<file path="src/rtl/mmio_port_bank.sv">
// Memory-mapped I/O bank: writable output channels, synchronised input channels with
// sticky rising-edge capture (write-1-to-clear), a maskable interrupt and one-cycle read data.
module mmio_port_bank #(
  parameter int unsigned DBITS       = 32,
  parameter logic [31:0] BASE_ADDR   = 32'hF000_0000,
  parameter int unsigned NUM_OUT     = 3,
  parameter int unsigned OUT_WIDTH   = 16,
  parameter int unsigned NUM_IN      = 2,
  parameter int unsigned IN_WIDTH    = 10,
  parameter int unsigned SYNC_STAGES = 2
) (
  input  logic                           clk,
  input  logic                           reset,
  input  logic                           wrEn,
  input  logic                           rdEn,
  input  logic [DBITS-1:0]               addr,
  input  logic [DBITS-1:0]               wrData,
  output logic [DBITS-1:0]               rdData,
  output logic                           rdHit,
  output logic [NUM_OUT*OUT_WIDTH-1:0]   outBus,
  input  logic [NUM_IN*IN_WIDTH-1:0]     inBus,
  output logic                           irq
);

  localparam int unsigned WarmMax = SYNC_STAGES + 1;
  localparam int unsigned WarmW   = $clog2(WarmMax + 1);

  logic [OUT_WIDTH-1:0] out_q  [NUM_OUT];
  logic [IN_WIDTH-1:0]  sync_q [NUM_IN][SYNC_STAGES];
  logic [IN_WIDTH-1:0]  prev_q [NUM_IN];
  logic [IN_WIDTH-1:0]  edge_q [NUM_IN];
  logic [IN_WIDTH-1:0]  edge_d [NUM_IN];
  logic [NUM_IN-1:0]    mask_q;
  logic [WarmW-1:0]     warm_q;
  logic [DBITS-1:0]     rd_data_q;
  logic                 rd_hit_q;
  logic                 irq_q;

  logic [DBITS-1:0]     off;
  logic [DBITS-5:0]     blk;
  logic [1:0]           idx;
  logic                 aligned;
  logic                 out_hit, in_hit, edge_hit, mask_hit;
  logic                 armed;
  logic [DBITS-1:0]     rd_val;
  logic                 rd_hit;
  logic [NUM_IN-1:0]    edge_any;
  logic                 irq_d;
  logic                 unused_wdata;

  // Upper write-data bits are meaningless for narrow channels.
  assign unused_wdata = ^wrData;

  assign off     = addr - BASE_ADDR[DBITS-1:0];
  assign blk     = off[DBITS-1:4];
  assign idx     = off[3:2];
  assign aligned = (addr[1:0] == 2'b00);

  assign out_hit  = aligned && (blk == '0) && ({30'd0, idx} < NUM_OUT);
  assign in_hit   = aligned && (blk == (DBITS-4)'(1)) && ({30'd0, idx} < NUM_IN);
  assign edge_hit = aligned && (blk == (DBITS-4)'(2)) && ({30'd0, idx} < NUM_IN);
  assign mask_hit = aligned && (blk == (DBITS-4)'(3)) && (idx == 2'd0);

  assign armed = (warm_q == WarmW'(WarmMax));

  // Set beats clear when both land on the same bit in the same cycle.
  always_comb begin
    for (int j = 0; j < NUM_IN; j++) begin
      logic [IN_WIDTH-1:0] clr;
      logic [IN_WIDTH-1:0] rise;
      clr  = (wrEn && edge_hit && (idx == 2'(j))) ? wrData[IN_WIDTH-1:0] : '0;
      rise = armed ? (sync_q[j][SYNC_STAGES-1] & ~prev_q[j]) : '0;
      edge_d[j]   = (edge_q[j] & ~clr) | rise;
      edge_any[j] = |edge_q[j];
    end
    irq_d = |(mask_q & edge_any);
  end

  always_comb begin
    rd_val = '0;
    rd_hit = out_hit | in_hit | edge_hit | mask_hit;
    for (int i = 0; i < NUM_OUT; i++) begin
      if (out_hit && (idx == 2'(i))) rd_val[OUT_WIDTH-1:0] = out_q[i];
    end
    for (int j = 0; j < NUM_IN; j++) begin
      if (in_hit && (idx == 2'(j)))   rd_val[IN_WIDTH-1:0] = sync_q[j][SYNC_STAGES-1];
      if (edge_hit && (idx == 2'(j))) rd_val[IN_WIDTH-1:0] = edge_q[j];
    end
    if (mask_hit) rd_val[NUM_IN-1:0] = mask_q;
  end

  always_ff @(posedge clk) begin
    if (!reset) begin
      for (int i = 0; i < NUM_OUT; i++) out_q[i] <= '0;
      for (int j = 0; j < NUM_IN; j++) begin
        for (int s = 0; s < SYNC_STAGES; s++) sync_q[j][s] <= '0;
        prev_q[j] <= '0;
        edge_q[j] <= '0;
      end
      mask_q    <= '0;
      warm_q    <= '0;
      rd_data_q <= '0;
      rd_hit_q  <= 1'b0;
      irq_q     <= 1'b0;
    end else begin
      for (int i = 0; i < NUM_OUT; i++) begin
        if (wrEn && out_hit && (idx == 2'(i))) out_q[i] <= wrData[OUT_WIDTH-1:0];
      end
      for (int j = 0; j < NUM_IN; j++) begin
        sync_q[j][0] <= inBus[j*IN_WIDTH +: IN_WIDTH];
        for (int s = 1; s < SYNC_STAGES; s++) sync_q[j][s] <= sync_q[j][s-1];
        prev_q[j] <= sync_q[j][SYNC_STAGES-1];
        edge_q[j] <= edge_d[j];
      end
      if (wrEn && mask_hit) mask_q <= wrData[NUM_IN-1:0];
      if (!armed) warm_q <= warm_q + 1'b1;
      if (rdEn) begin
        rd_data_q <= rd_val;
        rd_hit_q  <= rd_hit;
      end
      irq_q <= irq_d;
    end
  end

  for (genvar i = 0; i < NUM_OUT; i++) begin : g_out
    assign outBus[i*OUT_WIDTH +: OUT_WIDTH] = out_q[i];
  end

  assign rdData = rd_data_q;
  assign rdHit  = rd_hit_q;
  assign irq    = irq_q;

endmodule

</file>
<file path="config.mk">
export PLATFORM = sky130hd
export DESIGN_NAME = mmio_port_bank
export DESIGN_NICKNAME = d
export VERILOG_FILES = /design/src/rtl/mmio_port_bank.sv
export SDC_FILE = /design/constraint.sdc
export NUM_CORES = 1
export LEC_CHECK = 0
export ABC_AREA = 0
export CAP_MARGIN = 20
export CORE_UTILIZATION = 52
export DETAILED_ROUTE_END_ITERATION = 7
export GPL_ROUTABILITY_DRIVEN = 0
export GPL_TIMING_DRIVEN = 0
export PLACE_DENSITY = 0.86
export SLEW_MARGIN = 5
export SYNTH_ARGS = -nofsm -noshare
export SYNTH_HDL_FRONTEND = slang
export SYNTH_SLANG_ARGS = --single-unit
</file>
<file path="constraint.sdc">
create_clock -name clk -period 7.6 [get_ports clk]
set_input_delay 0.76 -clock clk [delete_from_list [all_inputs] [get_ports clk]]
set_output_delay 0.76 -clock clk [all_outputs]
set_load 0.02 [all_outputs]
</file>
==> results.cfg, run 1 <==
[drt]
vias = 5409
firstDrtPassIters = 8
route.detailed.drc = 0
drt-initial-drc-count = 599
drt_wl_total_um = 18000
wl_per_cell_um = 19.7
antenna_left = 0
vias_per_cell = 5.92

[logic_synthesis]
yosys.cell_types.count = 56
synth_edf_count = 48
avgSynthCellArea_um2 = 10.4
synth_sequential_area_ratio = 0.572
synth_area_um2 = 6090
synth_top_cell_by_area = dfxtp_1
synthArstFlopShare = 0
yosys-top-cells-area = dfxtp_1 34%, edfxtp_1 24%, and2_1 7.9%
synthCells = 587
yosys_warnings = 0
ys_ff_latch = 150
synth_top_area_share = 0.335
netlist_top_cells_count = 102 x dfxtp_1, 77 x and2_1, 48 x edfxtp_1
synth-main-ff-cell = dfxtp_1
yosysMostFrequentCell = dfxtp_1

[placement]
place_inst = 880
dpl-instance-area_um2 = 7690
dp_hpwl_um = 12700
portBuffers = 134

[setup_path]
setup.worst_path.start_class = primary input
critical_path_arrival_ps = 3670
critical_path_class = primary input to flip-flop
critical_path.max_fanout = 16
required_ps = 7640
end_kind = flip-flop

[sta]
fin_crit_ps = 3630
finalSetupViolCount = 0
skew_ps = 9.85
slew_headroom = 0.294
fin_crit_sh = 0.478
tns_ps = 0
rsz0062_at_grt = no
slew_viol_final = 0
worstMarginPinSlew_ps = 1050
fmax_ghz = 0.275
finalHoldViolCount = 0

[clock_tree]
holdBufCountCts = 0
cts_buffers = 17
clkLatencyLatePin_ps = 420
tritoncts = done
cts_buffer_depth = 2
htreeDepth = 4
postCtsSetupRepairBufs = 0
clk_pin_slew_ps = 60
cts.sinks = 150
post_cts_resized = 0
cts-root-buf = clkbuf_16

[global_route]
grt_start_max_net_pins = 17
gr-usage-met1 = 0.333
grtUsageMet3 = 0.0905
use_met2 = 0.508
antenna_found_initial = 1
grt-ovfl-total = 0
grt_pass1_wl_um = 27100
grt-busiest-layer = met2
grt_pass1_vias = 5261
grtUsageTotal = 0.307

[outcome]
status = completed

[layout]
final_net_count = 845
fin_area_um2 = 8220
syn_to_final_growth_pct = 34.9
drive_gt1_frac = 0.0897
instances_no_fill = 913

[pwr]
power_mw = 1.82
power_density_nw_per_um2 = 221
ir_worst_vdd_uv = 195
p_leak_nw = 3.13

[floorplanning]
num_rows = 39
die_area_um2 = 12200
dieHeight_um = 110
start_util = 0.534
fp.dieW_um = 110
coreArea_um2 = 11400
io_pins = 170

[flow_run]
maxCapViolations = 0

[worst_hold_path]
hold_path.class = flip-flop to flip-flop
## sequential cells by signal, indices dropped and copies added, names as in the netlist
signal / cells
mask_q: 2
rdHit: 1
warm_q: 2
edge_q: 20
rdData: 16
sync_q: 40
irq: 1
out_q: 48
prev_q: 20
## layout make-up
| type | count | area (um^2) |
|---|---|---|
| Fill cell | 760 | 3200 |
| Timing Repair Buffer | 135 | 1360 |
| Buffer | 51 | 275 |
| Tap cell | 143 | 179 |
| Sequential cell | 150 | 3480 |
| Clock buffer | 19 | 433 |
| Multi-Input combinational cell | 366 | 2260 |
| Clock inverter | 13 | 97.6 |
| Antenna cell | 1 | 2.50 |
| Inverter | 35 | 131 |
## power by group
part / internal [mW] / leakage, nW / switching, mW
Sequential: 0.858 / 1.29 / 0.0182
Clock: 0.420 / 0.258 / 0.334
Combinational: 0.0888 / 1.58 / 0.0997
Total: 1.37 / 3.13 / 0.452
## cell families after synthesis
family	synth area share
and+or+nand+nor	0.198
DFF	0.572
AOI/OAI and AO/OA	0.151
buffers and inverters	0.0667
muxes	0.00842
adders and majority gates	0.00205
other	0.000616
xor gates and xnor gates	0.00144
## worst max-delay path: stages
cell and delay [ps]:
clkdlybuf4s50_1 470, nor4_1 290, nand4_1 230, buf_4 250
nor4_2 920, nand2_1 110, nand2_1 630
## per-stage QoR
stage               setup WS, ps  utilization  hold slack, ps
floorplan                   3960            -             412
finish                      3970        0.720             430
global route                3740        0.720             442
global placement            2590        0.672             414
CTS                         4020        0.720             434
detailed placement          3630        0.673             419
## cells in the final DEF (no fill, tap or decap), types with 3 or more instances in the layout
cell,synthesis,routed
o21ai_1,7,7
clkinv_2,0,3
a22oi_1,6,6
a211oi_1,6,6
a21oi_1,37,37
nor2_1,29,29
nand2b_1,5,5
clkinv_4,0,4
o21ai_0,26,25
inv_1,35,35
clkdlybuf4s50_1,0,134
edfxtp_1,48,48
nand4_1,3,3
nor4_1,4,4
a31oi_1,16,16
inv_6,0,3
a22o_1,8,8
nand2_1,28,28
dfxtp_1,102,102
or4_1,4,4
a211o_1,8,8
o22ai_1,18,18
nand3b_1,16,16
mux2i_1,4,4
clkbuf_1,27,29
buf_4,17,17
clkbuf_16,0,17
conb_1,1,16
and2_1,77,77
buf_2,3,3
nor4_2,3,3
nor2b_1,12,12
## routing by layer
| metal | share of wire | wire length (um) |
|---|---|---|
| met1 | 0.34 | 6110 |
| met2 | 0.47 | 8540 |
| met3 | 0.12 | 2110 |
| met4 | 0.069 | 1240 |
| met5 | 0 | 0 |
## worst paths after layout
| check | startpoint | cells past startpoint | slack [ps] | to |
|---|---|---|---|---|
| worst max register to register | edge_q[0][10] | 3 | 6010 | irq |
| worst max-delay path | addr[0] | 7 | 3970 | out_q[0][16] |
| worst min-delay path | sync_q[1][16] | 1 | 430 | sync_q[1][6] |
| worst min register to register | sync_q[1][16] | 1 | 430 | sync_q[1][6] |
Power figures use the tool's default switching activity.
==> run 2, diff against run 1 <==
--- a/config.mk
+++ b/config.mk
@@ -7,11 +7,11 @@
 export LEC_CHECK = 0
 export ABC_AREA = 0
 export CAP_MARGIN = 20
-export CORE_UTILIZATION = 52
+export CORE_UTILIZATION = 48
 export DETAILED_ROUTE_END_ITERATION = 7
 export GPL_ROUTABILITY_DRIVEN = 0
 export GPL_TIMING_DRIVEN = 0
-export PLACE_DENSITY = 0.86
+export PLACE_DENSITY = 0.8
 export SLEW_MARGIN = 5
 export SYNTH_ARGS = -nofsm -noshare
 export SYNTH_HDL_FRONTEND = slang
==> constraint.sdc (replaced) <==
create_clock -name clk -period 3.76 [get_ports clk]
set_input_delay 0.376 -clock clk [delete_from_list [all_inputs] [get_ports clk]]
set_output_delay 0.376 -clock clk [all_outputs]
set_load 0.02 [all_outputs]
==> results.cfg, run 2 (same netlist as run 1, synthesis figures left out) <==
[outcome]
status = completed

[floorplanning]
fp.dieW_um = 115
io_pins = 170
dieHeight_um = 115
die_area_um2 = 13100
coreArea_um2 = 12200
start_util = 0.499
num_rows = 40

[clock_tree]
holdBufCountCts = 0
tritoncts = done
clkLatencyLatePin_ps = 420
cts-root-buf = clkbuf_16
cts_buffers = 17
clk_pin_slew_ps = 50
cts_buffer_depth = 2
htreeDepth = 4
postCtsSetupRepairBufs = 0
cts.sinks = 150
post_cts_resized = 0

[layout]
instances_no_fill = 936
final_cell_mix = 134 x clkdlybuf4s50_1, 102 x dfxtp_1, 77 x and2_1, 48 x edfxtp_1, 37 x a21oi_1
syn_to_final_growth_pct = 36.5
top_regs = out_q x48, sync_q x40
fin_util = 0.681
final_common_cell = clkdlybuf4s50_1
num_antenna_cells = 0
final_net_count = 845
max_flop_register = out_q
largest_reg_flops = 48
drive_gt1_frac = 0.0885

[flow_run]
maxCapViolations = 0

[pwr]
p_leak_nw = 3.17
ir_worst_vdd_uv = 360
power_density_nw_per_um2 = 465
power_mw = 3.87

[placement]
place_inst = 905
dp_hpwl_um = 12800
portBuffers = 134

[drt]
drt_wl_total_um = 17600
firstDrtPassIters = 7
vias = 5186
route.detailed.drc = 0
drt-initial-drc-count = 470
vias_per_cell = 5.54
antenna_left = 0
wl_per_cell_um = 18.8

[setup_path]
critical_path_arrival_ps = 3300
critical_path_class = primary input to flip-flop
r2r_cells = 3
critical_path.max_fanout = 16
required_ps = 3800
end_kind = flip-flop
setup.worst_path.start_class = primary input

[sta]
fmax_ghz = 0.308
skew_ps = 7.63
slew_headroom = 0.277
rsz0062_at_grt = no
fin_crit_sh = 0.865
slew_viol_final = 0
worstMarginPinSlew_ps = 1080
fin_crit_ps = 3250
finalSetupViolCount = 0
finalHoldViolCount = 0

[global_route]
grtUsageTotal = 0.276
grt_start_max_net_pins = 17
antenna_found_initial = 0
grt_pass1_vias = 4935
grt_pass1_wl_um = 26800
grt-ovfl-total = 0

[worst_hold_path]
worstHoldPathCells = 1
hold_path.class = flip-flop to flip-flop
==> run 2: cell types whose count changed in the layout (fill, tap and decap cells not counted) <==
cell	change
inv_6	-3
inv_4	-1
bufinv_16	+3
diode_2	-1
clkinv_2	+3
clkinv_4	-4
clkbuf_8	+1
clkbuf_16	+1
clkinvlp_4	-1
==> run 2: metal layers <==
layer  GRT usage  part of all wire
met5           0                 0
met4       0.132             0.048
met3      0.0551             0.093
met2       0.465              0.47
met1       0.340              0.38
==> run 2: worst paths after layout <==
check                     start           end  slack [ps]
setup reg to reg   edge_q[0][5]           irq        2270
hold / removal    sync_q[0][15]  sync_q[0][5]         430
setup / recovery       addr[17]  out_q[0][19]         510
hold reg to reg   sync_q[0][15]  sync_q[0][5]         430
==> run 2: area by class of cell <==
type,instances,area [um^2]
tap,168,210
multi-input combinational,366,2260
buffer,51,275
clock inverter,10,128
fill,954,3890
inverter,35,131
timing repair buffer,135,1360
clock buffer,21,472
sequential,150,3480
==> run 2: stage by stage <==
step	cell area, um^2	TNS (ps)	hold WS (ps)	setup WS (ps)
6_report	8320	0	431	508
5_1_grt	8320	0	447	240
4_1_cts	8320	0	436	437
3_5_place_dp	7720	-200	422	-13.0
3_3_place_gp	7700	-15000	414	-939
2_1_floorplan	6150	0	412	508
==> run 2: power breakdown <==
group	internal, mW	switching [mW]
combinational	0.179	0.198
sequential	1.73	0.0354
clock	1.09	0.630
==> run 2: critical path, cell delays in order <==
cell and delay, ps:
clkdlybuf4s50_1 390, nor4_1 350, nand4_1 230, buf_4 240
nor4_2 930, nand2_1 120, nand2_1 640
==> run 3, diff against run 2 <==
--- a/config.mk
+++ b/config.mk
@@ -10,7 +10,6 @@
 export CORE_UTILIZATION = 48
 export DETAILED_ROUTE_END_ITERATION = 7
 export GPL_ROUTABILITY_DRIVEN = 0
-export GPL_TIMING_DRIVEN = 0
 export PLACE_DENSITY = 0.8
 export SLEW_MARGIN = 5
 export SYNTH_ARGS = -nofsm -noshare
==> results.cfg, run 3 (same netlist as run 1, synthesis figures left out) <==
[setup_path]
path_common_cell = buf_4
crit_buf_inv = 4
slowest_stage = clkdlybuf4s50_1
critical_path_class = primary input to flip-flop
r2r-start = warm_q[0]
setup.worst_path.start_class = primary input
r2r_cells = 3
r2r_slack_ps = 2070
required_ps = 3870
end_kind = flip-flop
worstReg2RegEnd = edge_q[0][1]
crit_chain = clkdlybuf4s50_1, nor4_1, nand4_1, buf_4, nor4_4, nor2b_1, buf_4, nand2_1, nand2_1, buf_4
critical_path_arrival_ps = 2690
critical_path.max_fanout = 12
crit_family = simple AND/OR/NAND/NOR gates
cpPeakStageDelay_ps = 400

[drt]
vias = 5020
wl_per_cell_um = 18.3
firstDrtPassIters = 5
antenna_left = 0
vias_per_cell = 5.57
drt-initial-drc-count = 348
drt_wl_total_um = 16400
route.detailed.drc = 0

[global_route]
antenna_found_initial = 0
grt-ovfl-total = 0
grt_pass1_wl_um = 25000
grt_start_max_net_pins = 76
grt_pass1_vias = 4825
grtUsageTotal = 0.259

[floorplanning]
dieHeight_um = 115
num_rows = 40
io_pins = 170
coreArea_um2 = 12200
start_util = 0.499
fp.dieW_um = 115
die_area_um2 = 13100

[sta]
fin_crit_ps = 2580
layout_setup_ws_ps = 1180
finalHoldViolCount = 0
rsz0062_at_grt = no
fmax_ghz = 0.388
slew_headroom = 0.328
worstMarginPinSlew_ps = 1010
slew_viol_final = 0
finalSetupViolCount = 0
fin_crit_sh = 0.686
tns_ps = 0
skew_ps = 6.76
hold_ws_ps = 431

[clock_tree]
holdBufCountCts = 0
clkLatencyLatePin_ps = 420
postCtsSetupRepairBufs = 0
htreeDepth = 4
cts_buffers = 17
cts.sinks = 150
clk_pin_slew_ps = 50
cts_buffer_depth = 2
post_cts_resized = 0
cts-root-buf = clkbuf_16
tritoncts = done

[layout]
final_cell_mix = 137 x clkdlybuf4s50_1, 102 x dfxtp_1, 77 x and2_1, 48 x edfxtp_1, 37 x a21oi_1
top_regs = out_q x48, sync_q x40
syn_to_final_growth_pct = 34.2
largest_reg_flops = 48
final_net_count = 812
num_antenna_cells = 0
max_flop_register = out_q
fin_util = 0.669
fin_area_um2 = 8170
drive_gt1_frac = 0.0764
instances_no_fill = 901
final_common_cell = clkdlybuf4s50_1

[placement]
dp_hpwl_um = 11300
place_inst = 871
pre_cts_ws_ps = 754
portBuffers = 137
dpl-instance-area_um2 = 7570

[outcome]
status = completed

[worst_hold_path]
hold_path.class = flip-flop to flip-flop
hp-start = sync_q[1][16]
min_to = sync_q[1][6]
worstHoldPathCells = 1

[flow_run]
maxCapViolations = 0

[pwr]
ir_worst_vdd_uv = 342
power_mw = 3.80
power_density_nw_per_um2 = 464
p_leak_nw = 3.09
## run 3: cell type report
cell class	instances	area [um^2]
clock inverter	3	65.1
clock buffer	26	520
sequential	150	3480
multi-input combinational	366	2260
fill	931	4040
timing repair buffer	153	1500
tap	168	210
inverter	35	131
## run 3: metal layers
metal | track usage | wire [um]
met1 | 0.296 | 6320
met2 | 0.431 | 7890
met3 | 0.0646 | 1400
met4 | 0.173 | 837
met5 | 0 | 0
## run 3: power by group
part / leakage (nW) / total, mW / internal, mW / switching (mW)
sequential: 1.29 / 1.77 / 1.73 / 0.0350
clock: 0.287 / 1.67 / 1.08 / 0.594
combinational: 1.51 / 0.357 / 0.169 / 0.188
## run 3: how the worst max path moves through the flow
stage	startpoint	endpoint	slack, ps	cells past startpoint
global route	addr[17]	out_q[0][7]	1030	10
floorplan	addr[18]	out_q[0][32]	510	6
detailed placement	addr[17]	out_q[0][2]	750	10
global placement	addr[17]	out_q[0][9]	740	10
CTS	addr[17]	out_q[0][7]	1160	10
finish	addr[17]	out_q[0][7]	1180	10
